File: config.mk
export PLATFORM = sky130hd
export DESIGN_NAME = fifo_multiplier_stream
export DESIGN_NICKNAME = d
export VERILOG_FILES = /design/src/rtl/fifo_multiplier_stream.sv
export SDC_FILE = /design/constraint.sdc
export NUM_CORES = 1
export LEC_CHECK = 0
export ABC_AREA = 1
export BUFFER_PORTS_ARGS = -buffer_cell sky130_fd_sc_hd__buf_4
export CORE_MARGIN = 3
export CORE_UTILIZATION = 39
export DETAILED_ROUTE_END_ITERATION = 12
export GPL_ROUTABILITY_DRIVEN = 0
export GPL_TIMING_DRIVEN = 1
export PLACE_DENSITY = 0.56
export REMOVE_ABC_BUFFERS = 1
export SYNTH_ARGS = -nofsm -noshare
export SYNTH_HDL_FRONTEND = slang
export SYNTH_SLANG_ARGS = --single-unit
File: constraint.sdc
create_clock -name clk -period 3.9 [get_ports clk]
set_clock_uncertainty 0.05 [all_clocks]
set_input_delay 0.39 -clock clk [delete_from_list [all_inputs] [get_ports clk]]
set_output_delay 0.39 -clock clk [all_outputs]
set_load 0.03 [all_outputs]
File: src/rtl/fifo_multiplier_stream.sv
// fifo_multiplier_stream
//   DEPTH-entry operand FIFO feeding a sequential shift-add multiplier.
//   Each entry carries {signed_mode, a, b}; the product a*b (2*OP_W bits) is
//   delivered through a valid/ready handshake.
// Optional feature macro: FIFO_OVF_FLAG_EN (adds sticky ovf_flag output).
// Ports:
//   clk, rst           - rising-edge clock, async active-high reset
//   write_req          - push request (dropped when left_sig == 0)
//   fifo_write_data    - {a, b}, a in the upper OP_W bits
//   signed_mode        - pair is two's complement, stored with the entry
//   left_sig           - free FIFO entries (registered)
//   product            - a*b, held stable while product_valid
//   product_valid      - product available
//   product_ready      - consumer accepts product (only acts in DONE)
//   ovf_flag           - sticky push-while-full flag (FIFO_OVF_FLAG_EN only)
module fifo_multiplier_stream #(
  parameter int OP_W  = 8,
  parameter int DEPTH = 8
) (
  input  logic                      clk,
  input  logic                      rst,
  input  logic                      write_req,
  input  logic [2*OP_W-1:0]         fifo_write_data,
  input  logic                      signed_mode,
  output logic [$clog2(DEPTH):0]    left_sig,
  output logic [2*OP_W-1:0]         product,
  output logic                      product_valid,
  input  logic                      product_ready
`ifdef FIFO_OVF_FLAG_EN
  ,
  output logic                      ovf_flag
`endif
);

  localparam int AW = $clog2(DEPTH);
  localparam int PW = 2 * OP_W;
  localparam int CW = $clog2(OP_W + 1);
  localparam logic [AW:0] ALL_FREE = (AW + 1)'(DEPTH);

  typedef enum logic [1:0] {IDLE, CALC, SIGN, DONE} state_t;

  state_t          state;
  logic [PW:0]     mem [DEPTH];
  logic [AW-1:0]   wptr, rptr;
  logic            push, pop;

  logic [PW:0]     rd;
  logic [OP_W-1:0] a_raw, b_raw, a_mag, b_mag;
  logic            rd_signed;

  logic [PW-1:0]   mcand, acc;
  logic [OP_W-1:0] mplier;
  logic [CW-1:0]   cnt;
  logic            neg;

  // Push decision uses the pre-edge free count, so a push while full is
  // dropped even if a pop frees a slot on the same edge.
  assign push = write_req && (left_sig != '0);
  assign pop  = (state == IDLE) && (left_sig != ALL_FREE);

  assign rd        = mem[rptr];
  assign rd_signed = rd[PW];
  assign a_raw     = rd[PW-1:OP_W];
  assign b_raw     = rd[OP_W-1:0];
  // Magnitude of the most negative value wraps to itself, which is the
  // correct unsigned magnitude (2^(OP_W-1)).
  assign a_mag     = (rd_signed && a_raw[OP_W-1]) ? -a_raw : a_raw;
  assign b_mag     = (rd_signed && b_raw[OP_W-1]) ? -b_raw : b_raw;

  // Storage needs no reset: emptiness is defined by the pointers/count.
  always_ff @(posedge clk) begin
    if (push) mem[wptr] <= {signed_mode, fifo_write_data};
  end

  always_ff @(posedge clk or posedge rst) begin
    if (rst) begin
      wptr     <= '0;
      rptr     <= '0;
      left_sig <= ALL_FREE;
    end else begin
      if (push) wptr <= wptr + 1'b1;
      if (pop)  rptr <= rptr + 1'b1;
      case ({push, pop})
        2'b10:   left_sig <= left_sig - 1'b1;
        2'b01:   left_sig <= left_sig + 1'b1;
        default: left_sig <= left_sig;
      endcase
    end
  end

  always_ff @(posedge clk or posedge rst) begin
    if (rst) begin
      state         <= IDLE;
      mcand         <= '0;
      mplier        <= '0;
      acc           <= '0;
      cnt           <= '0;
      neg           <= 1'b0;
      product       <= '0;
      product_valid <= 1'b0;
    end else begin
      case (state)
        IDLE: begin
          if (pop) begin
            mcand  <= {{OP_W{1'b0}}, a_mag};
            mplier <= b_mag;
            neg    <= rd_signed & (a_raw[OP_W-1] ^ b_raw[OP_W-1]);
            acc    <= '0;
            cnt    <= '0;
            state  <= CALC;
          end
        end
        CALC: begin
          if (mplier[0]) acc <= acc + mcand;
          mcand  <= mcand << 1;
          mplier <= mplier >> 1;
          cnt    <= cnt + 1'b1;
          if (cnt == CW'(OP_W - 1)) state <= SIGN;
        end
        SIGN: begin
          product       <= neg ? -acc : acc;
          product_valid <= 1'b1;
          state         <= DONE;
        end
        DONE: begin
          if (product_ready) begin
            product_valid <= 1'b0;
            state         <= IDLE;
          end
        end
        default: state <= IDLE;
      endcase
    end
  end

`ifdef FIFO_OVF_FLAG_EN
  always_ff @(posedge clk or posedge rst) begin
    if (rst)                               ovf_flag <= 1'b0;
    else if (write_req && left_sig == '0)  ovf_flag <= 1'b1;
  end
`endif

endmodule

==> metrics <==
final setup vio count=0; sequential area share after synthesis=0.574; met1 Use GR=0.215; Post-Syn Instances=1133; CTS buffer count=25; gr busiest metal=met2; CTS sink cnt=210; Setup Fix Bufs, Post-CTS=0; Clk pwr share=0.228; WL final=22.6 mm; Worst EP arrival=3130 ps; Root Buffer=clkbuf_16; fin util=0.459; worst hold path class=in2async; Nets=1233; CTS Buffer Depth=3; DRT iter0 DRCs=492; combinational power share=0.439; Worst-path clk slew=60 ps; Lkg Pwr=0.00537 µW; Final min period=2750 ps; I/O Pins=42; Residual DRC=0; share of cells above drive strength 1=0.102; Vias=7369; max_slew headroom=0.348; max-capacitance violation count=0; Die Wd=169 µm; first-pass GRT wire length=37.1 mm; RSZ-0062 raised after global routing=no; Max rail drop VDD=398 µV; row count=58; wire per inst=14.8 µm; outcome=finished, final reports clean; Synth cell types=38; syn avg cell area=9.12 µm²; Overflow after GRT=0; synth warn=0; Total Routing Usage GR=0.162; worst r2r src=state[0]$_DFFE_PP0P_; Critical Path RT=4280 ps; antenna fix cells=0; Slew Limit Fails=0; Power Dens Cells=824 nW/µm²; post-route cell area=11800 µm²; DIE AREA=28500 µm²; fin crit share=0.705; Die H=169 µm; dpl hpwl=14.3 mm; DR vias/cell=4.82; ANT nets after route=0; GRT met2 Usage=0.285; Switching Fraction=0.420; Crit Path Category=reg2reg; P_int=5620 µW; M3 GR Usage=0.0208; Worst R2R Path Depth=12; Sequential Power Share=0.333; fmax=364 MHz; CTS tree=built; area delta synth->final=13.7%; Max FO, Critical Path=5; DP Area=11000 µm²; Final Hold Fails=0; Net Sw Power=4070 µW; Post-Syn Area=10300 µm²; core box area=25600 µm²; # hold bufs at CTS=0; worst reg-to-reg setup slack=1150 ps; CP endpoint kind=flop; I/O Buffers=41; number of global-route vias before repair=7146; TritonRoute pass-1 iters=5; Synth Register Bits=210; Clock Latency Late Sink=520 ps; largest net degree at the start of global routing=76; Tightest Pin Transition=978 ps; Sum Neg Setup Slack=0 ps; post-CTS sizing=0; crit path launch=state[0]$_DFFE_PP0P_; initial antenna violation count=0; H-Tree Depth=1; CP startpoint kind=flop; initial cell density of the core=0.403
[metal layers]
layer | wire length, µm | up-vias
li1 | - | 3796
met1 | 10400 | 3420
met2 | 10900 | 119
met3 | 830 | 34
met4 | 465 | 0
met5 | 0 | -
[through the flow]
stage	hold slack, ps	power (µW)	worst slack (ps)	cells
2_1_floorplan	399	6220	508	1096
3_3_place_gp	416	7480	1260	1484
3_5_place_dp	416	7550	1230	1484
4_1_cts	37.5	9810	1130	1528
5_1_grt	52.7	10500	939	1528
6_report	9.85	9680	1150	1528
[power by group through the flow]
stage | clock network (µW) | registers, µW | logic, µW
floorplan | 0 | 3450 | 2770
CTS | 2270 | 3220 | 4320
global placement | 0 | 3250 | 4240
detailed placement | 0 | 3260 | 4290
finish | 2210 | 3220 | 4250
global route | 2360 | 3280 | 4890
[cell type report]
type	instances	area, µm²
fillers	2433	13900
clock inverters	7	45.0
well taps	330	413
clock buffers	37	753
repair buffers	58	435
multi-input cells	711	3510
flip-flops and latches	210	5940
inverters	175	658
[flip-flops by register name, summed over array words and instances (netlist names), 2 cells and up]
name	flops
mem	136
acc	16
wptr	3
mplier	8
state	2
left_sig	4
cnt	4
product	16
rptr	3
mcand	16
[path summary, 6_finish.rpt]
path,to
setup / recovery,left_sig[3]$_DFFE_PP1P_
hold / removal,left_sig[0]$_DFFE_PP0P_
setup reg to reg,left_sig[3]$_DFFE_PP1P_
hold reg to reg,product[15]$_DFFE_PP0P_
max in group asynchronous,product[6]$_DFFE_PP0P_
min in group clk,mem[3][14]$_DFFE_PP_
[kinds of logic (layout without fill, tap and decap cells)]
| group | after synthesis | count (layout) | share of synthesized area |
|---|---|---|---|
| simple gates | 507 | 507 | 0.202 |
| buf+inv | 212 | 277 | 0.0876 |
| flops | 210 | 210 | 0.574 |
| compound gates | 154 | 154 | 0.0809 |
| fa+ha+maj | 31 | 31 | 0.0390 |
| xor+xnor | 19 | 19 | 0.0161 |
[layout by cell type (no fill, tap or decap), types with 4 or more instances in the layout]
master and count:
edfxtp_1 136, clkbuf_8 4, xnor2_1 5, o21ai_1 17, clkbuf_16 27, xor2_1 14
nand3_1 103, nor2_2 8, o22ai_1 13, ha_1 29, o21ai_0 61, nand4_1 7
inv_2 5, dfrtp_1 72, nor3_1 5, clkbuf_1 6, a21oi_1 44, buf_4 58
inv_1 167, nand2_1 286, nor2_1 88, nand2_2 5
[worst max-delay path, cell delays in order, from the launching register on]
cell and delay [ps]:
dfrtp_1 410, inv_1 130, ha_1 220, nand2_1 190, inv_1 230, ha_1 240, inv_1 100, ha_1 290
a21o_1 200, a21oi_1 190, nor2_1 70, nor2_1 150, xor2_1 200
[synth_stat cells]
cell type / n / share of area
nand2_1: 286 / 0.10
inv_1: 168 / 0.061
edfxtp_1: 136 / 0.40
nand3_1: 103 / 0.050
nor2_1: 96 / 0.035
dfrtp_1: 73 / 0.18
o21ai_0: 61 / 0.030
a21oi_1: 44 / 0.021
ha_1: 29 / 0.035
o21ai_1: 17 / 0.0082
xor2_1: 14 / 0.012
buf_2: 13 / 0.0063
o22ai_1: 13 / 0.0079
buf_6: 10 / 0.011
clkbuf_1: 8 / 0.0029
nand4_1: 7 / 0.0042
buf_4: 5 / 0.0036
inv_2: 5 / 0.0018
nand2_2: 5 / 0.0030
nor3_1: 5 / 0.0024
xnor2_1: 5 / 0.0042
a21o_1: 3 / 0.0022
a31oi_1: 3 / 0.0018
o21bai_1: 3 / 0.0022
a21boi_0: 2 / 0.0015
clkinv_1: 2 / 0.00073
fa_1: 2 / 0.0039
nand3_2: 2 / 0.0019
o211ai_1: 2 / 0.0015
o21ai_2: 2 / 0.0017
or2_2: 2 / 0.0012
a22o_1: 1 / 0.00085
a22oi_1: 1 / 0.00073
buf_1: 1 / 0.00036
dfstp_2: 1 / 0.0025
o2bb2ai_1: 1 / 0.00085
o31ai_1: 1 / 0.00073
or2_0: 1 / 0.00061
Note: power is estimated with default switching activity, not from simulation.
